`src/rtl/sqrt_pkg.sv`:
```
// Shared types and sizing helpers for the sequential square root.
// Sizing functions take WIDTH/R so each instance derives its own widths.
package sqrt_pkg;

   typedef enum logic [1:0] {
      IDLE = 2'd0,
      CALC = 2'd1,
      DONE = 2'd2
   } state_t;

   function automatic int clog2(input int v);
      int res;
      int x;
      res = 0;
      x = 1;
      while (x < v) begin
         x = x * 2;
         res = res + 1;
      end
      return res;
   endfunction

   function automatic int n_steps(input int width, input int r);
      return width / (2 * r);
   endfunction

   function automatic int rem_w(input int width);
      return width / 2 + 2;
   endfunction

   function automatic int cnt_w(input int width, input int r);
      return clog2(n_steps(width, r) + 1);
   endfunction

   localparam int DEF_WIDTH = 16;
   localparam int DEF_R     = 1;
   localparam int DEF_N     = n_steps(DEF_WIDTH, DEF_R);
   localparam int DEF_CNT_W = cnt_w(DEF_WIDTH, DEF_R);
   localparam int DEF_REM_W = rem_w(DEF_WIDTH);

endpackage

```
`src/rtl/sqrt_rem_step.sv`:
```
// One restoring square-root digit step: consumes two radicand bits,
// resolves one root bit.
module sqrt_rem_step
   import sqrt_pkg::*;
#(
   parameter int WIDTH = 16
) (
   input  logic [WIDTH/2+1:0] r,
   input  logic [WIDTH/2-1:0] q,
   input  logic [1:0]         bits,
   output logic [WIDTH/2+1:0] r_nxt,
   output logic [WIDTH/2-1:0] q_nxt
);

   localparam int QW = WIDTH / 2;
   localparam int RW = rem_w(WIDTH);

   logic [RW+1:0] rs;
   logic [RW+1:0] t;
   logic          ge;

   // Shift in the next bit pair, try subtracting 4q+1, keep if non-negative.
   always_comb begin
      rs    = {r, bits};
      t     = {2'b00, q, 2'b01};
      ge    = (rs >= t);
      r_nxt = ge ? RW'(rs - t) : RW'(rs);
      q_nxt = QW'({q, ge});
   end

endmodule

```
`src/rtl/sqrt_rem_seq.sv`:
```
// Multi-cycle integer square root with floor remainder and optional
// round-to-nearest; R root bits per cycle, valid/ready on both sides.
module sqrt_rem_seq
   import sqrt_pkg::*;
#(
   parameter int WIDTH = 16,
   parameter int R     = 1
) (
   input  logic               clk,
   input  logic               rst,
   input  logic               in_valid,
   output logic               in_ready,
   input  logic [WIDTH-1:0]   in_a,
   input  logic               in_round,
   output logic               out_valid,
   input  logic               out_ready,
   output logic [WIDTH/2-1:0] out_root,
   output logic [WIDTH/2:0]   out_rem,
   output logic               out_rnd_up,
   output logic               out_sat
);

   localparam int QW = WIDTH / 2;
   localparam int RW = rem_w(WIDTH);
   localparam int N  = n_steps(WIDTH, R);
   localparam int CW = cnt_w(WIDTH, R);
   localparam logic [CW-1:0] LAST = CW'(N - 1);

   state_t          state;
   state_t          state_nxt;
   logic [CW-1:0]   cnt;
   logic [WIDTH-1:0] a_sh;
   logic            rnd;
   logic [QW-1:0]   q;
   logic [RW-1:0]   r;
   logic            last;

   logic [RW-1:0]   r_c [0:R];
   logic [QW-1:0]   q_c [0:R];

   logic [QW-1:0]   root_fin;
   logic            up_fin;
   logic            sat_fin;

   assign in_ready = (state == IDLE);
   assign last     = (cnt == LAST);
   assign r_c[0]   = r;
   assign q_c[0]   = q;

   genvar g;
   generate
      for (g = 0; g < R; g++) begin : g_step
         sqrt_rem_step #(
            .WIDTH(WIDTH)
         ) u_step (
            .r    (r_c[g]),
            .q    (q_c[g]),
            .bits (a_sh[WIDTH-1-2*g -: 2]),
            .r_nxt(r_c[g+1]),
            .q_nxt(q_c[g+1])
         );
      end
   endgenerate

   // State register.
   always_ff @(posedge clk or posedge rst) begin
      if (rst) state <= IDLE;
      else     state <= state_nxt;
   end

   // Next-state decode.
   always_comb begin
      state_nxt = state;
      unique case (state)
         IDLE: if (in_valid)              state_nxt = CALC;
         CALC: if (last)                  state_nxt = DONE;
         DONE: if (out_valid && out_ready) state_nxt = IDLE;
         default:                         state_nxt = IDLE;
      endcase
   end

   // Round-to-nearest on the final step result; saturate at all-ones.
   always_comb begin
      root_fin = q_c[R];
      up_fin   = 1'b0;
      sat_fin  = 1'b0;
      if (rnd && (r_c[R] > {{(RW-QW){1'b0}}, q_c[R]})) begin
         if (&q_c[R]) begin
            sat_fin = 1'b1;
         end else begin
            root_fin = q_c[R] + 1'b1;
            up_fin   = 1'b1;
         end
      end
   end

   // Datapath: operand capture, iteration, and result registers.
   always_ff @(posedge clk or posedge rst) begin
      if (rst) begin
         cnt        <= '0;
         a_sh       <= '0;
         rnd        <= 1'b0;
         q          <= '0;
         r          <= '0;
         out_valid  <= 1'b0;
         out_root   <= '0;
         out_rem    <= '0;
         out_rnd_up <= 1'b0;
         out_sat    <= 1'b0;
      end else if (state == IDLE) begin
         if (in_valid) begin
            a_sh <= in_a;
            rnd  <= in_round;
            q    <= '0;
            r    <= '0;
            cnt  <= '0;
         end
      end else if (state == CALC) begin
         a_sh <= a_sh << (2 * R);
         q    <= q_c[R];
         r    <= r_c[R];
         cnt  <= cnt + 1'b1;
         if (last) begin
            out_valid  <= 1'b1;
            out_root   <= root_fin;
            out_rem    <= r_c[R][QW:0];
            out_rnd_up <= up_fin;
            out_sat    <= sat_fin;
         end
      end else if (out_ready) begin
         out_valid <= 1'b0;
      end
   end

endmodule

```
`config.mk`:
```
export PLATFORM = sky130hd
export DESIGN_NAME = sqrt_rem_seq
export DESIGN_NICKNAME = d
export VERILOG_FILES = /design/src/rtl/sqrt_pkg.sv /design/src/rtl/sqrt_rem_step.sv /design/src/rtl/sqrt_rem_seq.sv
export SDC_FILE = /design/constraint.sdc
export NUM_CORES = 1
export LEC_CHECK = 0
export BUFFER_PORTS_ARGS = -buffer_cell sky130_fd_sc_hd__buf_2
export CAP_MARGIN = 10
export CORE_UTILIZATION = 40
export DETAILED_ROUTE_END_ITERATION = 8
export PLACE_DENSITY_LB_ADDON = 0.15
export SETUP_SLACK_MARGIN = 0.2
export SKIP_CTS_REPAIR_TIMING = 1
export SLEW_MARGIN = 15
export SYNTH_ARGS = -nofsm -noshare
export SYNTH_HDL_FRONTEND = slang
export SYNTH_SLANG_ARGS = --single-unit
```
`constraint.sdc`:
```
create_clock -name clk -period 12.3 [get_ports clk]
set_input_delay 0.615 -clock clk [delete_from_list [all_inputs] [get_ports clk]]
set_output_delay 0.615 -clock clk [all_outputs]
set_load 0.01 [all_outputs]
```
==> out/metrics.csv <==
stage,metric,value,unit
sta,post-route minimum period,4780,ps
setup_path,Critical Path RT,12520,ps
routing,Wirelength per Cell,15.4,µm
sta,Slew Limit Fails,0,
logic_synthesis,Post-synth EDFFs,0,
layout,area grow syn2layout,13.9,%
setup_path,Worst Reg-to-Reg Cells,17,
sta,Final Cycle Share,38.9,%
setup_path,"Data arrival, critical path",5000,ps
global_route,total congestion overflow,0,
placed_design,global placement routability congestion,0.872,
layout,final instance area,3900,µm²
routing,DR vias,2819,
logic_synthesis,asr flop ratio synth,100,%
setup_path,Worst path max stage delay,640,ps
logic_synthesis,net count after synthesis,415,
routing,vias per cell,5.39,
floorplanning,Die W,94.5,µm
setup_path,critical path's most frequent cell,ha_1,
sta,worst slew pin tran,925,ps
cts,Longest Clk Path Bufs,2,
floorplanning,initial core utilization,41.4,%
logic_synthesis,Mapped Area,3420,µm²
layout,"most common cell after layout, fill and taps aside",nand2_1,
worst_hold_path,Worst Hold Depth,2,
layout,fin cells,523,
worst_hold_path,Hold Path End,out_valid,
logic_synthesis,sequential element share of the synthesized area,44.6,%
cts,CTS tree,done,
global_route,number of global-route vias before repair,2665,
setup_path,flop2flop setup slack,7520,ps
global_route,global-route wire length before repair,13.1,mm
logic_synthesis,syn_area_per_cell,9.15,µm²
setup_path,worst-path cell chain,"inv_1, ha_1, nor2b_1, o31a_2, o2111a_2, nor3_2, inv_2, nor2_1, a21oi_1, ha_1, nand4_1, or4_1, o31a_1, nand2_2, nand2_4, a41oi_1, o31ai_2",
layout,fill count,821,
logic_synthesis,#FFs+latches synth,61,
global_route,gr usage total,19.5,%
setup_path,Buffers & Inverters on Critical Path,2,
setup_path,"delay-heaviest family, CP",simple AND/OR/NAND/NOR gates,
cts,clock insertion delay at the later pin of the skew report,330,ps
job,Max Cap Viol,0,
placed_design,pre-CTS WS,7570,ps
placed_design,placed instance area,3730,µm²
sta,final hold violation count,0,
worst_hold_path,Worst Hold Launch,out_ready,
logic_synthesis,YS warnings,0,
cts,Worst-path clk slew,70,ps
setup_path,Crit. End Element,flip-flop,
floorplanning,die height,94.5,µm
routing,antenna violation net count after detailed routing,0,
sta,fmax,0.209,GHz
placed_design,HPWL Detailed,5.89,mm
layout,# nets final,455,
global_route,largest net degree at the start of global routing,62,
floorplanning,Cell Rows,33,
sta,final setup fails,0,
logic_synthesis,Mapped Cells,374,
layout,"commonest non-fill, non-tap cells in the layout","nand2_1 (73), dfrtp_1 (61), buf_2 (41), o21ai_0 (37), nor2_1 (21)",
floorplanning,total core area,8260,µm²
global_route,initial antenna violation count,0,
placed_design,placed cell count,508,
layout,Antenna diodes,0,
setup_path,Critical-path top delay cell,nor3_2,
floorplanning,IO Pins,42,
layout,layout cells sized above 1,17.9,%
routing,drt first pass iters,4,
sta,Setup Skew,5.65,ps
routing,total wire length,8.04,mm
cts,H-tree levels,3,
cts,root buffer cell,clkbuf_8,
setup_path,crit start category,flip-flop,
routing,Initial DRC Count,125,
routing,DRC,0,
setup_path,Reg2Reg Capture Point,out_root[4],
cts,cts bufs inserted,9,
setup_path,Worst Path Max Fanout,14,
sta,Final WS setup,7520,ps
sta,setup TNS,0,ps
cts,CTS Sinks,61,
floorplanning,DIE AREA,8930,µm²
sta,Worst slew margin,38.2,%
sta,RSZ-0062 raised after global routing,false,
setup_path,worst reg2reg startpoint,q[0],
setup_path,Crit Path Class,reg2reg,
logic_synthesis,Post-synth top flop,dfrtp_1,
logic_synthesis,post-synth cell types,50,
outcome,status,finished clean,
placed_design,Port Buffer Count,41,
worst_hold_path,min-delay worst type,in2reg,
layer usage:
metal  up-vias  share of wire (%)  track usage (%)
li1       1407                  -                -
met1      1351                 46             24.4
met2        50                 49             33.5
met3        11                3.2             3.95
met4         0                1.3             6.06
met5         -                  0                0
cell usage after synthesis (all sizes together) (2+ instances only):
| library cell | count | area share (%) |
|---|---|---|
| o21a | 3 | 0.66 |
| o21ai | 42 | 6.1 |
| nand2b | 6 | 1.1 |
| a21o | 4 | 0.88 |
| a31o | 2 | 0.51 |
| nor2 | 21 | 2.3 |
| o21bai | 2 | 0.44 |
| nand3 | 5 | 0.73 |
| or4 | 3 | 0.66 |
| o311ai | 2 | 0.51 |
| a21oi | 20 | 2.9 |
| xnor2 | 2 | 0.51 |
| nand2 | 75 | 8.5 |
| buf | 3 | 0.44 |
| clkbuf | 14 | 1.5 |
| a31oi | 3 | 0.55 |
| o31ai | 3 | 0.80 |
| nand4 | 2 | 0.37 |
| mux2i | 15 | 4.4 |
| xor2 | 4 | 1.0 |
| nor2b | 7 | 1.3 |
| nor3 | 10 | 1.8 |
| and4 | 2 | 0.59 |
| ha | 20 | 7.3 |
| o31a | 2 | 0.55 |
| and3 | 3 | 0.55 |
| a211oi | 4 | 1.2 |
| dfrtp | 61 | 45 |
| inv | 12 | 1.3 |
| a22o | 11 | 2.8 |
area by class of cell:
class / instances / area [µm²] / area share (%)
Clock buffer: 11 / 141 / 3.63
Clock inverter: 4 / 25.0 / 0.642
Inverter: 12 / 45.0 / 1.16
Multi-Input combinational cell: 284 / 1790 / 45.8
Sequential cell: 61 / 1530 / 39.2
Tap cell: 105 / 131 / 3.37
Timing Repair Buffer: 46 / 243 / 6.23
stage by stage:
step | util (%) | hold WS [ps]
2_1_floorplan | - | 449
3_3_place_gp | 45.2 | 457
3_5_place_dp | 45.2 | 464
4_1_cts | 47.2 | 445
5_1_grt | 47.2 | 459
6_report | 47.2 | 462
cell families (layout without fill, tap and decap cells):
group | count (synthesis) | count (layout) | share of synthesized area (%)
compound gates | 106 | 106 | 20.3
xor+xnor | 6 | 6 | 1.54
fa+ha+maj | 20 | 20 | 7.31
buf+inv | 29 | 73 | 3.29
flops | 61 | 61 | 44.6
mux | 16 | 16 | 4.72
simple gates | 136 | 136 | 18.3
worst max-delay path by stage:
stage               startpoint  cells after the start          end  slack [ps]
floorplan                 q[1]                     19  out_root[4]        8380
global placement          q[0]                     17  out_root[6]        7650
detailed placement        q[0]                     17  out_root[6]        7570
CTS                       q[0]                     17  out_root[6]        7560
global route              q[0]                     17  out_root[6]        7140
finish                    q[0]                     17  out_root[4]        7520
registers in the layout, summed over array words and instances, names as in the netlist:
| register | cells |
|---|---|
| out_rnd_up | 1 |
| a_sh | 16 |
| out_valid | 1 |
| r | 10 |
| out_rem | 9 |
| rnd | 1 |
| q | 8 |
| out_root | 8 |
| cnt | 4 |
| state | 2 |
| out_sat | 1 |
Power is left out: the tool's default activity adds up to more than one toggle a clock period on the data nets, which glitch-free logic cannot reach.
